**src/rtl/masked_rca_pipe.sv**
```systemverilog
// masked_rca_pipe: first-order Boolean-masked ripple-carry adder/subtractor.
// One bit per pipeline stage. Each carry is built from two DOM AND gadgets
// whose registered terms form the stage register. All data travels as two
// XOR shares, and the shares are kept apart through every skew line.
module masked_rca_pipe #(
    parameter int WIDTH = 4
) (
    input  logic               clk,
    input  logic               rst_n,
    input  logic               in_valid,
    output logic               in_ready,
    input  logic [WIDTH-1:0]   a0,
    input  logic [WIDTH-1:0]   a1,
    input  logic [WIDTH-1:0]   b0,
    input  logic [WIDTH-1:0]   b1,
    input  logic               c0,
    input  logic               c1,
    input  logic               sub,
    input  logic [2*WIDTH-1:0] rnd,
    output logic               out_valid,
    input  logic               out_ready,
    output logic [WIDTH:0]     s0,
    output logic [WIDTH:0]     s1
);

    // The pipeline is a rigid shift: every register advances together or holds.
    logic en;
    assign en       = !out_valid || out_ready;
    assign in_ready = en;

    // Operand shares as seen by stage i (bit i, delayed by i cycles).
    logic [WIDTH-1:0] pa0, pa1, pb0, pb1;
    // Carry shares entering stage i. Index WIDTH is the carry-out.
    logic [WIDTH:0]   cy0, cy1;
    // Sum shares at the end of their delay lines.
    logic [WIDTH-1:0] so0, so1;
    logic             hi0, hi1;
    logic [WIDTH:0]   vld;

    // Subtraction folds into addition: invert share 0 of B and of the carry-in.
    assign cy0[0] = c0 ^ sub;
    assign cy1[0] = c1;

    // The valid bit travels alongside the data so that bubbles stay in place.
    always_ff @(posedge clk or negedge rst_n) begin
        if (!rst_n) begin
            vld <= '0;
        end else if (en) begin
            vld <= {vld[WIDTH-1:0], in_valid};
        end
    end

    assign out_valid = vld[WIDTH];

    for (genvar i = 0; i < WIDTH; i++) begin : g_bit
        logic p0, p1;
        logic gi0, gx0, gi1, gx1;
        logic ti0, tx0, ti1, tx1;
        logic [1:0] sum_line [WIDTH-i+1];

        if (i == 0) begin : g_direct
            assign pa0[0] = a0[0];
            assign pa1[0] = a1[0];
            assign pb0[0] = b0[0] ^ sub;
            assign pb1[0] = b1[0];
        end else begin : g_skew
            // Entry layout: {a0, a1, b0 (mode-mapped), b1}.
            logic [3:0] op_line [i];

            // Delay operand bit i by i cycles so that it meets carry_i.
            always_ff @(posedge clk or negedge rst_n) begin
                if (!rst_n) begin
                    for (int k = 0; k < i; k++) op_line[k] <= '0;
                end else if (en) begin
                    op_line[0] <= {a0[i], a1[i], b0[i] ^ sub, b1[i]};
                    for (int k = 1; k < i; k++) op_line[k] <= op_line[k-1];
                end
            end

            assign pa0[i] = op_line[i-1][3];
            assign pa1[i] = op_line[i-1][2];
            assign pb0[i] = op_line[i-1][1];
            assign pb1[i] = op_line[i-1][0];
        end

        assign p0 = pa0[i] ^ pb0[i];
        assign p1 = pa1[i] ^ pb1[i];

        // DOM gadgets g = a&b (rnd[2i]) and t = p&carry (rnd[2i+1]); each
        // cross-domain term is refreshed and registered before recombination.
        always_ff @(posedge clk or negedge rst_n) begin
            if (!rst_n) begin
                {gi0, gx0, gi1, gx1} <= '0;
                {ti0, tx0, ti1, tx1} <= '0;
            end else if (en) begin
                gi0 <= pa0[i] & pb0[i];
                gx0 <= (pa0[i] & pb1[i]) ^ rnd[2*i];
                gi1 <= pa1[i] & pb1[i];
                gx1 <= (pa1[i] & pb0[i]) ^ rnd[2*i];
                ti0 <= p0 & cy0[i];
                tx0 <= (p0 & cy1[i]) ^ rnd[2*i+1];
                ti1 <= p1 & cy1[i];
                tx1 <= (p1 & cy0[i]) ^ rnd[2*i+1];
            end
        end

        assign cy0[i+1] = gi0 ^ gx0 ^ ti0 ^ tx0;
        assign cy1[i+1] = gi1 ^ gx1 ^ ti1 ^ tx1;

        // Carry sum bit i from stage i to the output register.
        always_ff @(posedge clk or negedge rst_n) begin
            if (!rst_n) begin
                for (int k = 0; k <= WIDTH - i; k++) sum_line[k] <= '0;
            end else if (en) begin
                sum_line[0] <= {p0 ^ cy0[i], p1 ^ cy1[i]};
                for (int k = 1; k <= WIDTH - i; k++) sum_line[k] <= sum_line[k-1];
            end
        end

        assign so0[i] = sum_line[WIDTH-i][1];
        assign so1[i] = sum_line[WIDTH-i][0];
    end

    // Carry-out register, aligned with the last element of each sum line.
    always_ff @(posedge clk or negedge rst_n) begin
        if (!rst_n) begin
            hi0 <= 1'b0;
            hi1 <= 1'b0;
        end else if (en) begin
            hi0 <= cy0[WIDTH];
            hi1 <= cy1[WIDTH];
        end
    end

    assign s0 = {hi0, so0};
    assign s1 = {hi1, so1};

endmodule

```
**config.mk**
```make
export PLATFORM = sky130hd
export DESIGN_NAME = masked_rca_pipe
export DESIGN_NICKNAME = d
export VERILOG_FILES = /design/src/rtl/masked_rca_pipe.sv
export SDC_FILE = /design/constraint.sdc
export NUM_CORES = 1
export LEC_CHECK = 0
export CAP_MARGIN = 20
export CORE_MARGIN = 8
export CORE_UTILIZATION = 43
export DETAILED_ROUTE_END_ITERATION = 8
export PLACE_DENSITY = 0.62
export SYNTH_ARGS = -nofsm -noshare
export SYNTH_HDL_FRONTEND = slang
export SYNTH_SLANG_ARGS = --single-unit
```
**constraint.sdc**
```tcl
create_clock -name clk -period 3.4 [get_ports clk]
set_input_delay 0.34 -clock clk [delete_from_list [all_inputs] [get_ports clk]]
set_output_delay 0.34 -clock clk [all_outputs]
set_load 0.01 [all_outputs]
```
==> results of run 1 <==
cells by family after synthesis:
family          after synthesis
xor+xnor                     39
buf+inv                      39
mux                           3
fa+ha+maj                    16
simple gates                249
compound gates               24
flops                        91
area by class of cell:
cell class | instances | area (µm²)
fill | 893 | 4783
clock inverter | 6 | 71.32
inverter | 7 | 26.28
multi-input combinational | 331 | 1684
tap | 133 | 166.4
sequential | 91 | 2277
clock buffer | 10 | 127.6
timing repair buffer | 47 | 457.9
worst max-delay path, stage by stage:
cell and delay, ns:
clkdlybuf4s50_1 0.44, nor2b_4 0.13, buf_4 0.76, nor3b_1 0.10, a211o_1 0.25
synth_stat cells:
cell / count / share of area
dfrtp_1: 91 / 0.55
a211o_1: 3 / 0.0063
o21ai_0: 18 / 0.022
nor2_1: 3 / 0.0027
nand3b_1: 3 / 0.0054
nand2_1: 235 / 0.21
nor3b_1: 3 / 0.0054
ha_1: 16 / 0.048
xnor2_1: 18 / 0.038
inv_1: 6 / 0.0054
nor2b_1: 1 / 0.0015
mux2i_1: 3 / 0.0072
buf_4: 10 / 0.018
nand2b_1: 1 / 0.0015
buf_2: 18 / 0.022
xor2_1: 21 / 0.044
a31oi_1: 3 / 0.0045
or3_1: 3 / 0.0045
inv_2: 1 / 0.00090
clkbuf_1: 4 / 0.0036
report_power, final:
part	switching [mW]	total, mW	internal [mW]
clock	0.393	0.742	0.348
sequential	0.279	1.84	1.56
combinational	0.938	1.74	0.798
metrics by stage:
step                      setup slack, ns  instance area (µm²)    util  hold WS [ns]  total power, mW
final                               1.579                 4811  0.5014        0.4095            4.321
after global routing                1.442                 4811  0.5014        0.4164            4.770
after CTS                           1.569                 4811  0.5014        0.4016            4.404
after detailed placement            1.192                 4602  0.4797        0.2472            3.644
after global placement              1.228                 4602  0.4797        0.2434            3.597
after floorplan                     1.967                 4160       -       0.04441            3.202
metal layers:
| layer | wire (µm) | part of all wire | vias up | global-route usage |
|---|---|---|---|---|
| met5 | 0 | 0 | - | 0 |
| met4 | 87 | 0.012 | 0 | 0.05324 |
| met3 | 262 | 0.036 | 5 | 0.03270 |
| met2 | 3316 | 0.46 | 32 | 0.1920 |
| met1 | 3565 | 0.49 | 1299 | 0.1546 |
| li1 | - | - | 1470 | - |
worst max path at each step:
stage,end,slack (ns)
2_1_floorplan,g_bit[0].sum_line[9]$_DFFE_PN0P_,1.97
3_3_place_gp,g_bit[1].tx1$_DFFE_PN0P_,1.23
3_5_place_dp,g_bit[3].tx1$_DFFE_PN0P_,1.19
4_1_cts,in_ready,1.57
5_1_grt,g_bit[1].tx1$_DFFE_PN0P_,1.44
6_report,g_bit[1].tx1$_DFFE_PN0P_,1.58
timing repair:
| action | CTS | global route |
|---|---|---|
| endpoints found under the hold margin | 20 | 0 |
| hold buffers | 1 | 0 |
| setup buffers | 0 | 0 |
| setup endpoints to repair | 0 | 0 |
==> results.md, run 1 <==
- Outcome: finished clean
- Vias per inst: around 4.5
- Synthesized cell area: 4160 µm²
- Yosys warns: 0
- Antenna cells: 0
- IO buf count: 42
- Maximum VDD drop: between 0.3 and 0.4 mV
- Max-slew violation count: 0
- FP Rows: 36
- Clk buf depth: 2
- CTS sink count: a little over 90
- Hold Vio Cnt, Final: 0
- Top-Level Pins: 43
- Critical path type: input pin to register
- Gates resized, CTS repair: 0
- Hold Path Class: input pin to asynchronous set/reset pin
- Dpl hpwl: 4789 µm
- PD cells: between 800 and 900 nW/µm²
- Setup total negative slack: 0 ns
- Slew @ Worst Pin: 0.9822 ns
- Worst-case reg-to-reg path depth: 4
- Final period utilization: 0.5356
- Initial DRC count: 83
- Setup Skew: 0.01083 ns
- # setup viols final: 0
- CTS buffer count: 9
- Max-Cap Viols: 0
- Register bit count reported by yosys: 91
- RSZ-0062 raised after global routing: false
- Crit path required time: around 3.6 ns
- Die width: 114.4 µm
- Post-synthesis mux area share: 0.007218
- Antenna violations before repair: 0
- Seq/Total Area, Yosys: 0.5474
- Commonest non-fill, non-tap cell in the layout: nand2_1
- Die area: 13,080 µm²
- Min Tclk post-route: ~1.8 ns
- Critical path startpoint: out_ready
- Vias: between 2,000 and 3,000
- Layout cells sized above 1: 0.04472
- Max FO, Critical Path: 105
- Core ar.: 9594 µm²
- Detailed Route WL: roughly 7200 µm
- CTS root buf: clkbuf_8
- Worst setup SP type: input pin
- Wirelength per Cell: ~12 µm
- Post-synthesis xor/xnor area fraction: 0.08211
- Post-Place Cells: just over 600
- CTS tree: yes
- Later-pin clock latency in the skew report: around 0.35 ns
- Vias in the first global route: ~2,800
- Critical R2R Capture: g_bit[1].tx1$_DFFE_PN0P_
- DR DRC count: 0
- Fmax: between 500 and 600 MHz
- H-tree Lvls: 3
- Largest family of logic cells by synthesized area: simple AND/OR/NAND/NOR gates
- Unique masters post-synth: 20
- Fin nets: about 530
- Gr ovfl total: 0
- Die height: 114.4 µm
- First-pass GRT wire length: about 13,000 µm
- Synth Area in Adders: 0.04812
- Critical path arrival: 2.06 ns
- Pleak: about 2.4 nW
- Area fraction in compound gates after synthesis: 0.03248
- Biggest regs: g_bit.g_skew.op_line (24), g_bit.sum_line (20), vld (5)
- Cells after Synth: roughly 460
- Max reg flops: 24
- Most frequent cells in the layout: nand2_1 (235), dfrtp_1 (91), clkdlybuf4s50_1 (41)
- Largest Register: g_bit.g_skew.op_line
- Worst r2r src: vld[4]$_DFFE_PN0P_
- Largest net degree at the start of global routing: roughly 110
- Synthesized Nets: between 500 and 600
- CTS clk-pin slew, worst paths: approximately 0.08 ns
- Antenna Nets Post-Route: 0
- Post-Layout Cell Count: between 600 and 700
- Post-synthesis simple-gate area fraction: 0.2331
- Gr usage total: 0.1221
- Syn avg cell area: between 9 and 10 µm²
- Flop-to-flop setup slack: ~1.6 ns
- DRT Pass-1 Iters: 4
- Element type at the critical path end: register
- Rel. slew slack: 0.3452
- GPL Wtd Cong: between 0.7 and 0.8
- Starting density of the core: 0.4336
- P&R area growth vs syn: 15.64%
Power figures use the tool's default switching activity.
==> run 2: changes to the inputs <==
- PLACE_DENSITY: 0.62 -> 0.65
- clock period: 3.4 -> 1.5 ns (I/O delays scaled with it)
==> run 2 against run 1 <==
- worst setup slack worse by 1.5 ns
- critical path depth is 1 lower
- combinational power grew to 2.6 times the previous value
- sequential power is 130% higher
- critical path type is now register to register
==> results.md, run 2 (synthesis results as in run 1) <==
- Comb pwr share: 0.425 (was 0.402)
- P&R area growth vs syn: 21.50% (was 15.64%)
- CTS tree: yes (unchanged)
- Max-Cap Viols: 0 (unchanged)
- Gr usage total: 0.1280 (was 0.1221)
- Multi-input logic area: 1704 µm² (was 1684 µm²)
- RSZ-0062 raised after global routing: false (unchanged)
- Top-Level Pins: 43 (unchanged)
- Crit path required time: 1.77 ns (was 3.64 ns)
- Setup Skew: 0.01781 ns (was 0.01083 ns)
- Die width: 114.4 µm (unchanged)
- H-tree Lvls: 3 (unchanged)
- Most frequent cells in the layout: nand2_1 (235), dfrtp_1 (91), clkdlybuf4s50_1 (40) (was nand2_1 (235), dfrtp_1 (91), clkdlybuf4s50_1 (41))
- Hold Path Class: input pin to asynchronous set/reset pin (unchanged)
- GPL Wtd Cong: 0.7406 (was 0.7328)
- Initial DRC count: 112 (was 83)
- PD cells: 2068 nW/µm² (was 898.2 nW/µm²)
- Wirelength per Cell: 12.17 µm (was 11.57 µm)
- DR DRC count: 0 (unchanged)
- Post-Place Cells: 622 (was 608)
- Power Total: 10.46 mW (was 4.321 mW)
- IO buf count: 42 (unchanged)
- Biggest regs: g_bit.g_skew.op_line (24), g_bit.sum_line (20), vld (5) (unchanged)
- Vias: 2,904 (was 2,806)
- CTS root buf: clkbuf_8 (unchanged)
- Hold Vio Cnt, Final: 0 (unchanged)
- Min Tclk post-route: 1.452 ns
- Worst setup SP type: register (was input pin)
- Critical path type: register to register (was input pin to register)
- Clock power frac: 0.172 (about the same)
- Element type at the critical path end: register (unchanged)
- Fin util: 0.5269 (was 0.5014)
- Switch Pwr: 3.785 mW (was 1.611 mW)
- Detailed Route WL: 7815 µm (was 7233 µm)
- Largest Register: g_bit.g_skew.op_line (unchanged)
- Flop-to-flop setup slack: 0.05 ns (was 1.62 ns)
- Max-slew violation count: 0 (unchanged)
- Antenna Nets Post-Route: 0 (unchanged)
- Die height: 114.4 µm (unchanged)
- Max FO, Critical Path: 3 (was 105)
- Later-pin clock latency in the skew report: 0.36 ns (was 0.35 ns)
- First-pass GRT wire length: 13,570 µm (was 12,900 µm)
- Final period utilization: 0.9681
- # setup viols final: 0 (unchanged)
- Max reg flops: 24 (unchanged)
- Maximum VDD drop: 0.8515 mV (was 0.3161 mV)
- Fin nets: 552 (was 534)
- CTS sink count: 91 (unchanged)
- Post-Layout Cell Count: 642 (was 625)
- Largest net degree at the start of global routing: 39 (was 106)
- Pleak: 2.537 nW (was 2.408 nW)
- Die area: 13,080 µm² (unchanged)
- Gr ovfl total: 0 (unchanged)
- Antenna violations before repair: 0 (unchanged)
- Commonest non-fill, non-tap cell in the layout: nand2_1 (unchanged)
- CTS clk-pin slew, worst paths: 0.10 ns (was 0.08 ns)
- Slew @ Worst Pin: 0.3443 ns (was 0.9822 ns)
- CTS buffer count: 9 (unchanged)
- Seq. cell area: 2277 µm² (unchanged)
- Clk buf depth: 2 (unchanged)
- Net Sw Frac: 0.3620 (was 0.3728)
- Outcome: finished clean (unchanged)
- Sequential power share: 0.403 (was 0.427)
- DRT Pass-1 Iters: 4 (unchanged)
- Layout cells sized above 1: 0.08055 (was 0.04472)
- Antenna cells: 0 (unchanged)
- Dpl hpwl: 5534 µm (was 4789 µm)
- FP Rows: 36 (unchanged)
- Fmax: around 690 MHz
- Critical path arrival: 1.72 ns (was 2.06 ns)
- Vias per inst: 4.523 (was 4.490)
- Core ar.: 9594 µm² (unchanged)
- Vias in the first global route: 2,976 (was 2,765)
- Fill cell count: 918 (was 893)
- Starting density of the core: 0.4336 (unchanged)
- Final hold slack: 0.2332 ns (was 0.4095 ns)
- P_int: 6.670 mW (was 2.710 mW)
- Rel. slew slack: 0.7705 (was 0.3452)
run 2: changes by cell type in the layout (fill, tap and decap cells not counted):
cell / delta
buf_12: +6
buf_4: +12
bufinv_16: +1
clkdlybuf4s50_1: -1
clkinv_4: +2
clkinvlp_4: -2
dlygate4sd2_1: +1
ha_1: -1
ha_4: +1
inv_6: -2
xnor2_1: -1
xnor2_2: +1
run 2: final timing paths:
path                                                     to                                    from  cells past startpoint
setup / recovery                   g_bit[3].tx0$_DFFE_PN0P_  g_bit[3].g_skew.op_line[1]$_DFFE_PN0P_                      4
hold / removal                     g_bit[3].ti1$_DFFE_PN0P_                                   rst_n                      2
setup reg to reg                   g_bit[3].tx0$_DFFE_PN0P_  g_bit[3].g_skew.op_line[1]$_DFFE_PN0P_                      4
hold reg to reg                          vld[4]$_DFFE_PN0P_                      vld[3]$_DFFE_PN0P_                      1
max in group asynchronous  g_bit[0].sum_line[8]$_DFFE_PN0P_                                   rst_n                      3
min in group clk                         vld[0]$_DFFE_PN0P_                                in_valid                      3
run 2: power groups by stage:
| stage | registers [mW] | logic, mW | clock network, mW |
|---|---|---|---|
| 3_5_place_dp | 4.27 | 4.27 | 0 |
| 5_1_grt | 4.36 | 5.14 | 1.97 |
| 3_3_place_gp | 4.22 | 4.16 | 0 |
| 2_1_floorplan | 4.09 | 3.17 | 0 |
| 4_1_cts | 4.21 | 4.32 | 1.87 |
| 6_report | 4.21 | 4.44 | 1.80 |
run 2: timing repair:
| item | CTS | global route |
|---|---|---|
| endpoints found under the setup margin | 1 | 4 |
| hold buffers | 1 | 0 |
| cloned | 0 | 0 |
| setup buffers | 0 | 4 |
| pin swaps | 0 | 6 |
| endpoints found under the hold margin | 22 | 0 |
| resized for setup | 1 | 2 |
run 2: routing by layer:
metal	GRT usage	wire [µm]	up-vias
li1	-	-	1500
met1	0.1563	3777	1364
met2	0.2157	3681	34
met3	0.03217	258	6
met4	0.04259	96	0
met5	0	0	-
run 2: stage by stage:
stage | area (µm²) | TNS (ns) | worst slack, ns
6_report | 5055 | 0 | 0.04781
5_1_grt | 5055 | 0 | 0.0006467
4_1_cts | 5005 | 0 | 0.04193
3_5_place_dp | 4782 | -0.6135 | -0.2100
3_3_place_gp | 4782 | -0.2850 | -0.1631
2_1_floorplan | 4160 | 0 | 0.1604
run 2: final cells by class:
class                      count  share of cell area
sequential                    91              0.4505
multi-input combinational    331              0.3371
timing repair buffer          65              0.1319
tap                          133             0.03292
clock buffer                  10             0.02525
clock inverter                 5             0.01708
inverter                       7            0.005198
run 2: critical path, cell delays in order (launching register included):
cell	delay, ns
dfrtp_1	0.43
ha_1	0.31
inv_1	0.05
or3_1	0.37
a31oi_1	0.19
==> run 3: changes to the inputs <==
- DONT_BUFFER_PORTS: default -> 1
- PLACE_DENSITY: 0.65 -> 0.59
- SETUP_SLACK_MARGIN: default -> 0.4
- SLEW_MARGIN: default -> 0
==> run 3 against run 2 <==
- global-route usage up 2.4 points
- the flow now finishes with violations (hold timing)
- critical path depth is the same
- clock power rose by 8%
- final cell count grew 0.78%
- largest cell class unchanged
==> results.md, run 3 (synthesis results as in run 1) <==
- GPL Wtd Cong: 0.7295 (was 0.7406)
- Commonest non-fill, non-tap cell in the layout: nand2_1 (unchanged)
- CTS clk-pin slew, worst paths: 0.09 ns (was 0.10 ns)
- Critical R2R Capture: g_bit[2].tx0$_DFFE_PN0P_ (was g_bit[3].tx0$_DFFE_PN0P_)
- Wirelength per Cell: 15.12 µm (was 12.17 µm)
- Setup Skew: 0.008120 ns (was 0.01781 ns)
- Worst r2r src: g_bit[2].g_skew.op_line[3]$_DFFE_PN0P_ (was g_bit[3].g_skew.op_line[1]$_DFFE_PN0P_)
- Hold Path Class: input pin to asynchronous set/reset pin (unchanged)
- Vias in the first global route: 3,021 (was 2,976)
- Setup total negative slack: 0 ns (unchanged)
- Final WS setup: 0.1227 ns (was 0.04781 ns)
- Failing checks: hold timing
- Max FO, Critical Path: 3 (unchanged)
- First-pass GRT wire length: 15,320 µm (was 13,570 µm)
- Layout cells sized above 1: 0.2568 (was 0.08055)
- Post-route cell area: 5734 µm² (was 5055 µm²)
- H-tree Lvls: 3 (unchanged)
- # setup viols final: 0 (unchanged)
- Antenna Nets Post-Route: 0 (unchanged)
- Placement Cell Area: 4264 µm² (was 4782 µm²)
- Largest net degree at the start of global routing: 92 (was 39)
- Core ar.: 9594 µm² (unchanged)
- Later-pin clock latency in the skew report: 0.36 ns (about the same)
- Final period utilization: 0.9182 (was 0.9681)
- Vias per inst: 4.736 (was 4.523)
- Max-Cap Viols: 0 (unchanged)
- Biggest regs: g_bit.g_skew.op_line (24), g_bit.sum_line (20), vld (5) (unchanged)
- DR DRC count: 0 (unchanged)
- CTS sink count: 91 (unchanged)
- Most frequent cells in the layout: nand2_1 (187), dfrtp_1 (91), nand2_2 (30) (was nand2_1 (235), dfrtp_1 (91), clkdlybuf4s50_1 (40))
- FP Rows: 36 (unchanged)
- Final hold slack: -0.5232 ns (was 0.2332 ns)
- Dpl hpwl: 5131 µm (was 5534 µm)
- Worst setup SP type: register (unchanged)
- Element type at the critical path end: register (unchanged)
- Starting density of the core: 0.4336 (unchanged)
- Flop-to-flop setup slack: 0.12 ns (was 0.05 ns)
- RSZ-0062 raised after global routing: true (was false)
- Detailed Route WL: 9781 µm (was 7815 µm)
- Max-slew violation count: 0 (unchanged)
- Cts hold-fix bufs: 23 (was 1)
- Worst-case reg-to-reg path depth: 4 (unchanged)
- Min Tclk post-route: 1.377 ns (was 1.452 ns)
- Maximum VDD drop: 1.005 mV (was 0.8515 mV)
- Pleak: 2.866 nW (was 2.537 nW)
- CTS buffer count: 9 (unchanged)
- IO buf count: 0 (was 42)
- CTS root buf: clkbuf_8 (unchanged)
- DRT Pass-1 Iters: 4 (unchanged)
- Pre-CTS WS: 0.1332 ns (was -0.2100 ns)
- Top-Level Pins: 43 (unchanged)
- Antenna violations before repair: 0 (unchanged)
- Slew @ Worst Pin: 0.3148 ns (was 0.3443 ns)
- Die width: 114.4 µm (unchanged)
- CTS tree: yes (unchanged)
- Rel. slew slack: 0.7894 (was 0.7705)
- Initial DRC count: 128 (was 112)
- Hold Vio Cnt, Final: 91 (was 0)
- Die height: 114.4 µm (unchanged)
- Crit path required time: 1.78 ns (was 1.77 ns)
- P&R area growth vs syn: 37.83% (was 21.50%)
- Critical path type: register to register (unchanged)
- Max reg flops: 24 (unchanged)
- Critical path arrival: 1.66 ns (was 1.72 ns)
- Fmax: 726.1 MHz (was 688.6 MHz)
- Outcome: finished with violations (was finished clean)
- Fill cell count: 775 (was 918)
- Clk buf depth: 2 (unchanged)
- Antenna cells: 0 (unchanged)
- Gr ovfl total: 0 (unchanged)
- Vias: 3,064 (was 2,904)
- PD cells: 2108 nW/µm² (was 2068 nW/µm²)
- Die area: 13,080 µm² (unchanged)
- Gr usage total: 0.1516 (was 0.1280)
- Largest Register: g_bit.g_skew.op_line (unchanged)
- Fin nets: 556 (was 552)
-- run 3: cell type report --
cell class | count | area [µm²] | share of cell area
well taps | 133 | 166.4 | 0.02902
inverters | 7 | 33.78 | 0.005891
repair buffers | 69 | 952.2 | 0.1660
multi-input cells | 331 | 2069 | 0.3609
clock inverters | 5 | 83.83 | 0.01462
clock buffers | 11 | 151.4 | 0.02640
flip-flops and latches | 91 | 2277 | 0.3971
-- run 3: report_power, final --
part / switching (mW) / total [mW] / internal, mW / leakage [nW]
Combinational: 2.65 / 5.67 / 3.02 / 1.64
Clock: 0.900 / 1.94 / 1.04 / 0.112
Sequential: 0.936 / 4.49 / 3.55 / 1.12
-- run 3: how the worst max path moves through the flow --
stage,from,endpoint,slack (ns),cells after the start
after global routing,g_bit[0].gx1$_DFFE_PN0P_,g_bit[1].sum_line[6]$_DFFE_PN0P_,0.03,6
after detailed placement,g_bit[3].g_skew.op_line[1]$_DFFE_PN0P_,g_bit[3].tx0$_DFFE_PN0P_,0.13,4
final,g_bit[2].g_skew.op_line[3]$_DFFE_PN0P_,g_bit[2].tx0$_DFFE_PN0P_,0.12,4
after CTS,vld[4]$_DFFE_PN0P_,in_ready,0.15,3
after global placement,g_bit[2].g_skew.op_line[1]$_DFFE_PN0P_,g_bit[2].tx0$_DFFE_PN0P_,0.14,4
after floorplan,vld[4]$_DFFE_PN0P_,g_bit[1].tx1$_DFFE_PN0P_,0.23,7
-- run 3: layer usage --
layer / wire, µm / track usage / vias to the layer above
li1: - / - / 1528
met1: 4414 / 0.1914 / 1462
met2: 4819 / 0.2433 / 57
met3: 359 / 0.03112 / 17
met4: 188 / 0.07276 / 0
met5: 0 / 0 / -
-- run 3: through the flow --
stage | instances | util | hold WS [ns] | total power, mW
5_1_grt | 647 | 0.5977 | -0.5591 | 13.08
3_5_place_dp | 572 | 0.4444 | -0.1433 | 7.940
6_report | 647 | 0.5977 | -0.5232 | 12.09
2_1_floorplan | 461 | - | -0.1456 | 7.322
3_3_place_gp | 572 | 0.4444 | -0.1431 | 7.817
4_1_cts | 635 | 0.5496 | -0.5492 | 11.10
-- run 3: timing repair --
item | 4_1_cts | 5_1_grt
buffers inserted | 16 | 7
endpoints found under the hold margin | 116 | 91
setup endpoints to repair | 84 | 92
gates resized for setup | 43 | 74
cloned | 8 | 5
pin swaps | 21 | 44
-- run 3: worst max-delay path: stages (launching register included) --
cell     delay (ns)
dfrtp_1        0.47
ha_4           0.30
inv_1          0.05
or3_1          0.34
a31oi_1        0.16
